[src/rtl/serial_add_sub_if.sv]
// serial_add_sub_if: handshake and data bundle for the serial adder/subtractor.
//   start, m, a, b, cin   request side (driven by the master)
//   busy, done            status (driven by the slave)
//   result, cout, ovf     completed-operation outputs (driven by the slave)
interface serial_add_sub_if #(
   parameter int unsigned WIDTH = 8
);

   logic             start;
   logic             m;
   logic [WIDTH-1:0] a;
   logic [WIDTH-1:0] b;
   logic             cin;
   logic             busy;
   logic             done;
   logic [WIDTH-1:0] result;
   logic             cout;
   logic             ovf;

   modport master (
      output start, m, a, b, cin,
      input  busy, done, result, cout, ovf
   );

   modport slave (
      input  start, m, a, b, cin,
      output busy, done, result, cout, ovf
   );

endinterface

[src/rtl/serial_add_sub.sv]
// serial_add_sub: multi-cycle WIDTH-bit adder/subtractor processing STEP bits per clock.
//   clk       rising-edge clock
//   rst       synchronous active-high reset
//   bus       serial_add_sub_if slave port:
//               start/m/a/b/cin in  - request, sampled when not busy
//               busy/done out       - in progress / one-cycle completion pulse
//               result/cout/ovf out - last completed sum/difference, carry/borrow, overflow
// The WIDTH parameter must match the WIDTH of the connected interface instance.
module serial_add_sub #(
   parameter int unsigned WIDTH = 8,
   parameter int unsigned STEP  = 1
) (
   input logic            clk,
   input logic            rst,
   serial_add_sub_if.slave bus
);

   localparam int unsigned N  = WIDTH / STEP;
   localparam int unsigned CW = (N > 1) ? $clog2(N) : 1;

   typedef enum logic [1:0] {StIdle, StRun, StDone} state_e;

   state_e state_q, state_d;

   logic [WIDTH-1:0] a_q, b_q;
   logic [WIDTH-1:0] acc_q;
   logic             m_q;
   logic             carry_q;
   logic [CW-1:0]    cnt_q;
   logic [WIDTH-1:0] result_q;
   logic             cout_q;
   logic             ovf_q;

   logic             accept;
   logic             last_chunk;
   logic [STEP-1:0]  slice_sum;
   logic             carry_msb_in;
   logic             carry_out;
   logic             slice_a, slice_b, slice_c;
   logic [WIDTH+STEP-1:0] acc_wide;
   logic [WIDTH-1:0] acc_next;

   // A new request is taken in IDLE and also in DONE (back-to-back operation).
   assign accept     = bus.start && (state_q != StRun);
   assign last_chunk = (cnt_q == CW'(N - 1));

   // Chained add/sub slice over the low STEP bits of the shifted operands.
   always_comb begin : slice
      slice_sum    = '0;
      slice_c      = carry_q;
      carry_msb_in = carry_q;
      slice_a      = 1'b0;
      slice_b      = 1'b0;
      for (int i = 0; i < STEP; i++) begin
         slice_a      = a_q[i];
         slice_b      = b_q[i];
         slice_sum[i] = slice_a ^ slice_b ^ slice_c;
         // After the loop this holds the carry into the top bit of the slice,
         // which on the final chunk is the carry into the operand MSB.
         carry_msb_in = slice_c;
         if (m_q) begin
            slice_c = (~slice_a & slice_b) | (slice_c & ~(slice_a ^ slice_b));
         end else begin
            slice_c = (slice_a & slice_b) | (slice_c & (slice_a ^ slice_b));
         end
      end
      carry_out = slice_c;
   end

   // New sum bits enter from the MSB side; after N chunks acc holds the full value.
   assign acc_wide = {slice_sum, acc_q};
   assign acc_next = acc_wide[WIDTH+STEP-1:STEP];

   // State register.
   always_ff @(posedge clk) begin
      if (rst) begin
         state_q <= StIdle;
      end else begin
         state_q <= state_d;
      end
   end

   // Next-state logic.
   always_comb begin
      state_d = state_q;
      unique case (state_q)
         StIdle: begin
            if (bus.start) state_d = StRun;
         end
         StRun: begin
            if (last_chunk) state_d = StDone;
         end
         StDone: begin
            state_d = bus.start ? StRun : StIdle;
         end
         default: state_d = StIdle;
      endcase
   end

   // Outputs.
   always_comb begin
      bus.busy   = (state_q == StRun);
      bus.done   = (state_q == StDone);
      bus.result = result_q;
      bus.cout   = cout_q;
      bus.ovf    = ovf_q;
   end

   // Datapath: operand shift registers, carry chain, counter and result hold.
   always_ff @(posedge clk) begin
      if (rst) begin
         a_q      <= '0;
         b_q      <= '0;
         acc_q    <= '0;
         m_q      <= 1'b0;
         carry_q  <= 1'b0;
         cnt_q    <= '0;
         result_q <= '0;
         cout_q   <= 1'b0;
         ovf_q    <= 1'b0;
      end else if (accept) begin
         a_q     <= bus.a;
         b_q     <= bus.b;
         acc_q   <= '0;
         m_q     <= bus.m;
         carry_q <= bus.cin;
         cnt_q   <= '0;
      end else if (state_q == StRun) begin
         a_q     <= a_q >> STEP;
         b_q     <= b_q >> STEP;
         acc_q   <= acc_next;
         carry_q <= carry_out;
         cnt_q   <= cnt_q + 1'b1;
         if (last_chunk) begin
            result_q <= acc_next;
            cout_q   <= carry_out;
            ovf_q    <= carry_out ^ carry_msb_in;
         end
      end
   end

endmodule

[src/flat_wrapper.sv]
// flat-port wrapper written by rule: the top's interface ports become plain ports
module serial_add_sub_flat 
#(
   parameter int unsigned WIDTH = 8,
   parameter int unsigned STEP  = 1
)
  (clk, rst, bus_start, bus_m, bus_a, bus_b, bus_cin, bus_busy, bus_done, bus_result, bus_cout, bus_ovf);
  serial_add_sub_if #(.WIDTH(WIDTH)) bus_i ();
  input logic clk;
  input logic rst;
  input wire logic [$bits(bus_i.start)-1:0] bus_start;
  input wire logic [$bits(bus_i.m)-1:0] bus_m;
  input wire logic [$bits(bus_i.a)-1:0] bus_a;
  input wire logic [$bits(bus_i.b)-1:0] bus_b;
  input wire logic [$bits(bus_i.cin)-1:0] bus_cin;
  output wire logic [$bits(bus_i.busy)-1:0] bus_busy;
  output wire logic [$bits(bus_i.done)-1:0] bus_done;
  output wire logic [$bits(bus_i.result)-1:0] bus_result;
  output wire logic [$bits(bus_i.cout)-1:0] bus_cout;
  output wire logic [$bits(bus_i.ovf)-1:0] bus_ovf;
  assign bus_i.start = bus_start;
  assign bus_i.m = bus_m;
  assign bus_i.a = bus_a;
  assign bus_i.b = bus_b;
  assign bus_i.cin = bus_cin;
  assign bus_busy = bus_i.busy;
  assign bus_done = bus_i.done;
  assign bus_result = bus_i.result;
  assign bus_cout = bus_i.cout;
  assign bus_ovf = bus_i.ovf;
  serial_add_sub #(.WIDTH(WIDTH), .STEP(STEP)) u_core (.clk(clk), .rst(rst), .bus(bus_i));
endmodule
[config.mk]
export PLATFORM = sky130hd
export DESIGN_NAME = serial_add_sub_flat
export DESIGN_NICKNAME = d
export VERILOG_FILES = /design/src/rtl/serial_add_sub_if.sv /design/src/rtl/serial_add_sub.sv /design/src/flat_wrapper.sv
export SDC_FILE = /design/constraint.sdc
export NUM_CORES = 1
export LEC_CHECK = 0
export BUFFER_PORTS_ARGS = -buffer_cell sky130_fd_sc_hd__buf_4
export CORE_ASPECT_RATIO = 0.75
export CORE_MARGIN = 3
export CORE_UTILIZATION = 40
export DETAILED_ROUTE_END_ITERATION = 8
export PLACE_DENSITY_LB_ADDON = 0.05
export SKIP_CTS_REPAIR_TIMING = 1
export SLEW_MARGIN = 20
export SYNTH_ARGS = -nofsm -noshare
export SYNTH_HDL_FRONTEND = slang
export SYNTH_SLANG_ARGS = --single-unit
[constraint.sdc]
create_clock -name clk -period 3.1 [get_ports clk]
set_clock_uncertainty 0.1 [all_clocks]
set_input_delay 0.31 -clock clk [delete_from_list [all_inputs] [get_ports clk]]
set_output_delay 0.31 -clock clk [all_outputs]
set_load 0.01 [all_outputs]
==> reports/qor.csv, run 1 <==
metric;value;unit
WL final;3130;µm
static leakage;0.853;nW
initial core utilization;43.5;%
wire per inst;12.2;µm
Syn Nets;201;
CTS tree;yes;
vias in the first global route;1230;
# H-tree levels;2;
sequential-to-total area share from yosys stat;48.0;%
Antenna Nets Post-Route;0;
Mean Syn Cell Area;9.47;µm²
WHS Path Cells;3;
routed vias;1267;
min-delay src;bus_m;
Unique masters post-synth;26;
Worst Reg-to-Reg Cells;4;
status;finished clean;
clk slew on worst S/H paths;0.08;ns
Startpoint Class;flop;
P per Cell Area;616;nW/µm²
Tmin final;2.23;ns
first-pass GRT wire length;5220;µm
worst-case clock buffer depth;2;
Starting DRT DRC Count;62;
GRT Total Usage;14.1;%
# DRC;0;
Slew HR;51.1;%
Top FF cell, synth;dfxtp_1;
crit end category;primary output;
routed vias/inst;4.95;
DIE AREA;4990;µm²
most numerous cell in the Yosys netlist;dfxtp_1;
setup tns final;0;ns
CTS root buffer;clkbuf_8;
I/O Buffers;32;
gr ovfl total;0;
Mapped Area;1670;µm²
Clock Sinks;40;
Hold/Removal Path Class;in2reg;
pin count of the biggest net entering global routing;41;
initial antenna violation count;0;
yosys warns;0;
Post-Place Cell Area;1880;µm²
Fmax achieved;448;MHz
Core Rows;19;
EDFF count, synth;0;
Worst EP required;2.69;ns
max_cap viols;0;
Final Hold Vio Count;0;
fill cell count;368;
core area;3830;µm²
Yosys top cell area share;48.0;%
CP arrival;1.82;ns
share of cells above drive strength 1;21.6;%
Post-Layout Cell Count;256;
final setup vio count;0;
Final GP Congestion;0.727;
Worst VDD drop;0.000302;V
ys async rst share;0;%
#FFs+latches synth;40;
Final Net Count;228;
RR Endpoint;u_core.carry_msb_in;
drt first pass iters;4;
Post-synth top cells;40 x dfxtp_1, 30 x nand2_1, 20 x nor2_1;
crit path kind;reg2out;
diodes inserted;0;
RSZ-0062 raised after global routing;false;
Die Span Y;61.9;µm
fin crit share;72.0;%
Worst R2R Setup Slack;1.21;ns
dpl cells;248;
reg2reg start;u_core.state_q[1];
Slew Limit Fails;0;
HPWL after detailed placement;2120;µm
Worst Tran Pin Value;0.734;ns
die width;80.5;µm
Min-Delay Endpoint;u_core.m_q;
Gate Count Post-Synth;176;
synth top area cells;dfxtp_1 48%, mux2i_1 10%, a211oi_1 7.7%;
cell taking the most area after synthesis;dfxtp_1;
post-route cell area;2040;µm²
Clk Latency, worst-skew pair;0.30;ns
I/O pin count;33;
CP max FO;40;
Area Growth Syn to Fin;22.3;%
cts bufs inserted;5;
[sequential cells by signal, summed over array words and instances (netlist names)]
| register | cells |
|---|---|
| u_core.m_q | 1 |
| u_core.state_q | 2 |
| u_core.bus.result | 8 |
| u_core.bus.cout | 1 |
| u_core.cnt_q | 3 |
| u_core.a_q | 8 |
| u_core.carry_msb_in | 1 |
| u_core.b_q | 8 |
| u_core.bus.ovf | 1 |
| u_core.acc_q | 7 |
[kinds of logic after synthesis]
logic type                 Yosys count  share of synthesized area, %
DFF                                 40                          48.0
adders and majority gates            4                          3.90
and+or+nand+nor                     59                          14.9
xor gates and xnor gates             2                          1.05
muxes                               17                          10.2
AOI/OAI and AO/OA                   39                          15.7
buffers and inverters               15                          6.23
[report_power, final]
| part | total (W) | leakage (nW) | internal, W | switching (W) |
|---|---|---|---|---|
| clock network | 0.000585 | 0.0784 | 0.000403 | 0.000183 |
| registers | 0.000555 | 0.327 | 0.000538 | 0.0000167 |
| logic | 0.000115 | 0.448 | 0.0000535 | 0.0000615 |
| total | 0.00126 | 0.853 | 0.000994 | 0.000261 |
[worst max path at each step]
stage / start / to / slack (ns)
after global routing: u_core.state_q[1] / bus_busy / 0.67
after detailed placement: u_core.state_q[1] / bus_busy / 1.21
final: u_core.state_q[1] / bus_busy / 0.87
after global placement: u_core.state_q[1] / bus_busy / 1.25
after floorplan: u_core.carry_msb_in / u_core.bus.ovf / 1.64
after CTS: u_core.state_q[1] / bus_busy / 0.85
[cell type report]
| type | count | area [µm²] | area share, % |
|---|---|---|---|
| clock inverters | 3 | 90.1 | 4.42 |
| well taps | 52 | 65.1 | 3.19 |
| clock buffers | 5 | 68.8 | 3.38 |
| multi-input cells | 121 | 762 | 37.4 |
| inverters | 3 | 11.3 | 0.552 |
| repair buffers | 32 | 240 | 11.8 |
| flip-flops and latches | 40 | 801 | 39.3 |
[through the flow]
stage / worst slack, ns / util (%) / hold slack [ns] / total power (W)
after floorplan: 1.64 / - / 0.332 / 0.000654
final: 0.868 / 53.3 / 0.178 / 0.00126
after global routing: 0.665 / 53.3 / 0.190 / 0.00131
after detailed placement: 1.21 / 49.1 / 0.346 / 0.000683
after global placement: 1.25 / 49.1 / 0.345 / 0.000678
after CTS: 0.847 / 53.3 / 0.175 / 0.00127
[layer usage]
layer,up-vias,global-route usage (%),share of wire [%]
met5,-,0,0
met1,579,17.0,48
met3,8,4.32,4.2
met2,21,22.8,45
li1,659,-,-
met4,0,7.95,2.0
[worst max-delay path: stages (launching register included)]
cell and delay [ns]:
dfxtp_1 0.36, nand2b_2 0.61, inv_2 0.31, buf_4 0.23
[cells in the final DEF (no fill, tap or decap), types with 3 or more instances in the layout]
| master | count |
|---|---|
| a211oi_1 | 17 |
| a21oi_1 | 16 |
| buf_4 | 32 |
| bufinv_16 | 3 |
| clkbuf_8 | 5 |
| dfxtp_1 | 40 |
| mux2i_1 | 17 |
| nand2_1 | 30 |
| nor2_1 | 20 |
Note: power is estimated with default switching activity, not from simulation.
==> inputs of run 2 (changes only) <==
--- a/config.mk
+++ b/config.mk
@@ -5,6 +5,7 @@
 export SDC_FILE = /design/constraint.sdc
 export NUM_CORES = 1
 export LEC_CHECK = 0
+export ABC_AREA = 1
 export BUFFER_PORTS_ARGS = -buffer_cell sky130_fd_sc_hd__buf_4
 export CORE_ASPECT_RATIO = 0.75
 export CORE_MARGIN = 3
==> constraint.sdc (replaced) <==
create_clock -name clk -period 1.8 [get_ports clk]
set_clock_uncertainty 0.1 [all_clocks]
set_input_delay 0.18 -clock clk [delete_from_list [all_inputs] [get_ports clk]]
set_output_delay 0.18 -clock clk [all_outputs]
set_load 0.01 [all_outputs]
==> run 2 against run 1 <==
  * First-iteration DRC count shrank 35%
  * Non-clock buffer count grew 6
  * Die area grew 6.8%
  * Core utilization shrank 1.5 points
  * Largest power group is now registers
==> reports/qor.csv, run 2 <==
metric;value;unit
Yosys top cell area share;44.7;%
Tmin final;1.60;ns
Starting DRT DRC Count;40;
CTS root buffer;clkbuf_8;
met3 Usage GRT;4.64;%
core area;4180;µm²
Core Rows;20;
M2 GR Usage;22.1;%
CP max FO;14;
static leakage;1.01;nW
vias in the first global route;1440;
initial antenna violation count;0;
I/O pin count;33;
Gate Count Post-Synth;242;
routed vias;1519;
drt first pass iters;4;
Final Net Count;299;
most common cell after layout, fill and taps aside;nand2_1;
share of cells above drive strength 1;21.5;%
Area Growth Syn to Fin;20.8;%
crit end category;primary output;
CTS tree;yes;
Final GP Congestion;0.797;
most frequent cells in the layout;74 x nand2_1, 49 x nand3_1, 40 x dfxtp_1, 38 x buf_4, 23 x inv_1;
Final WS setup;0.199;ns
Mapped Area;1790;µm²
EDFF count, synth;0;
Post-synth top cells;74 x nand2_1, 49 x nand3_1, 40 x dfxtp_1;
cell taking the most area after synthesis;dfxtp_1;
#FFs+latches synth;40;
setup tns final;0;ns
die width;83.3;µm
Slew HR;80.1;%
Worst VDD drop;0.000631;V
fin crit share;89.0;%
Top FF cell, synth;dfxtp_1;
HPWL after detailed placement;2560;µm
DIE AREA;5330;µm²
CP arrival;1.32;ns
synth top area cells;dfxtp_1 45%, nand2_1 16%, nand3_1 14%;
final setup vio count;0;
initial core utilization;42.9;%
sequential-to-total area share from yosys stat;44.7;%
cts bufs inserted;5;
yosys warns;0;
Clock Sinks;40;
Slew Limit Fails;0;
first-pass GRT wire length;6510;µm
most numerous cell in the Yosys netlist;nand2_1;
I/O Buffers;32;
routed vias/inst;4.60;
# H-tree levels;2;
WL final;3730;µm
pin count of the biggest net entering global routing;24;
Die Span Y;64.0;µm
max_cap viols;0;
Clk Latency, worst-skew pair;0.30;ns
clk slew on worst S/H paths;0.09;ns
P per Cell Area;870;nW/µm²
Fmax achieved;625;MHz
Syn Nets;267;
pre-CTS setup slack;0.281;ns
ys async rst share;0;%
Mean Syn Cell Area;7.40;µm²
Startpoint Class;flop;
Hold/Removal Path Class;in2reg;
total power;0.00188;W
# DRC;0;
RSZ-0062 raised after global routing;false;
Worst Tran Pin Value;0.297;ns
Worst EP required;1.52;ns
gr ovfl total;0;
GRT Total Usage;15.3;%
grt met1 use;21.1;%
crit path kind;reg2out;
post-route cell area;2160;µm²
worst-case clock buffer depth;2;
diodes inserted;0;
status;finished clean;
Post-Place Cell Area;2050;µm²
Antenna Nets Post-Route;0;
wire per inst;11.3;µm
fill cell count;426;
Final Hold Vio Count;0;
busiest metal layer after global routing;met2;
Unique masters post-synth;21;
-- run 2: changes by cell type in the layout (fill, tap and decap cells not counted), moves of 7 or more --
cell | before | now
nand3_1 | 1 | 49
nor2_1 | 20 | 8
a21oi_2 | 0 | 7
a211oi_1 | 17 | 0
mux2i_1 | 17 | 0
inv_1 | 2 | 23
nand2_1 | 30 | 74
-- run 2: final timing paths --
path                startpoint              endpoint  slack, ns  cells past startpoint
min                        rst  u_core.bus.result[6]       0.05                      2
min reg2reg      u_core.a_q[7]         u_core.a_q[7]       0.36                      2
max          u_core.state_q[0]              bus_busy       0.20                      4
max reg2reg    u_core.cnt_q[0]  u_core.bus.result[7]       0.30                      6
-- run 2: metal layers --
layer / vias to the layer above / routed length (µm)
met1: 662 / 1960
met4: 0 / 60
met5: - / 0
met3: 6 / 161
li1: 829 / -
met2: 22 / 1550
-- run 2: cell type report --
type	instances	area (µm²)	share of cell area, %
Sequential cell	40	801	37.0
Multi-Input combinational cell	163	801	37.0
Timing Repair Buffer	38	285	13.2
Inverter	26	97.6	4.51
Clock buffer	5	68.8	3.18
Tap cell	55	68.8	3.18
Clock inverter	3	42.5	1.97
-- run 2: power breakdown --
part	internal, W	switching [W]
logic	0.0000871	0.000121
registers	0.000916	0.0000219
clock network	0.000410	0.000329
-- run 2: logic make-up after synthesis --
kind of cell,count (synthesis),share of synthesized area (%)
xor gates and xnor gates,1,0.489
adders and majority gates,4,3.63
AOI/OAI and AO/OA,23,8.03
buffers and inverters,39,10.6
and+or+nand+nor,135,32.5
DFF,40,44.7
-- run 2: critical path, cell delays in order, from the launching register on --
cell,delay [ns]
dfxtp_1,0.42
inv_2,0.06
nor2_4,0.16
buf_4,0.24
buf_4,0.15
-- run 2: per-stage QoR --
step / util, % / instances / hold slack, ns
floorplan: - / 242 / 0.225
global placement: 49.1 / 322 / 0.352
detailed placement: 49.1 / 322 / 0.350
CTS: 51.8 / 330 / 0.0324
global route: 51.8 / 330 / 0.0387
finish: 51.8 / 330 / 0.0450
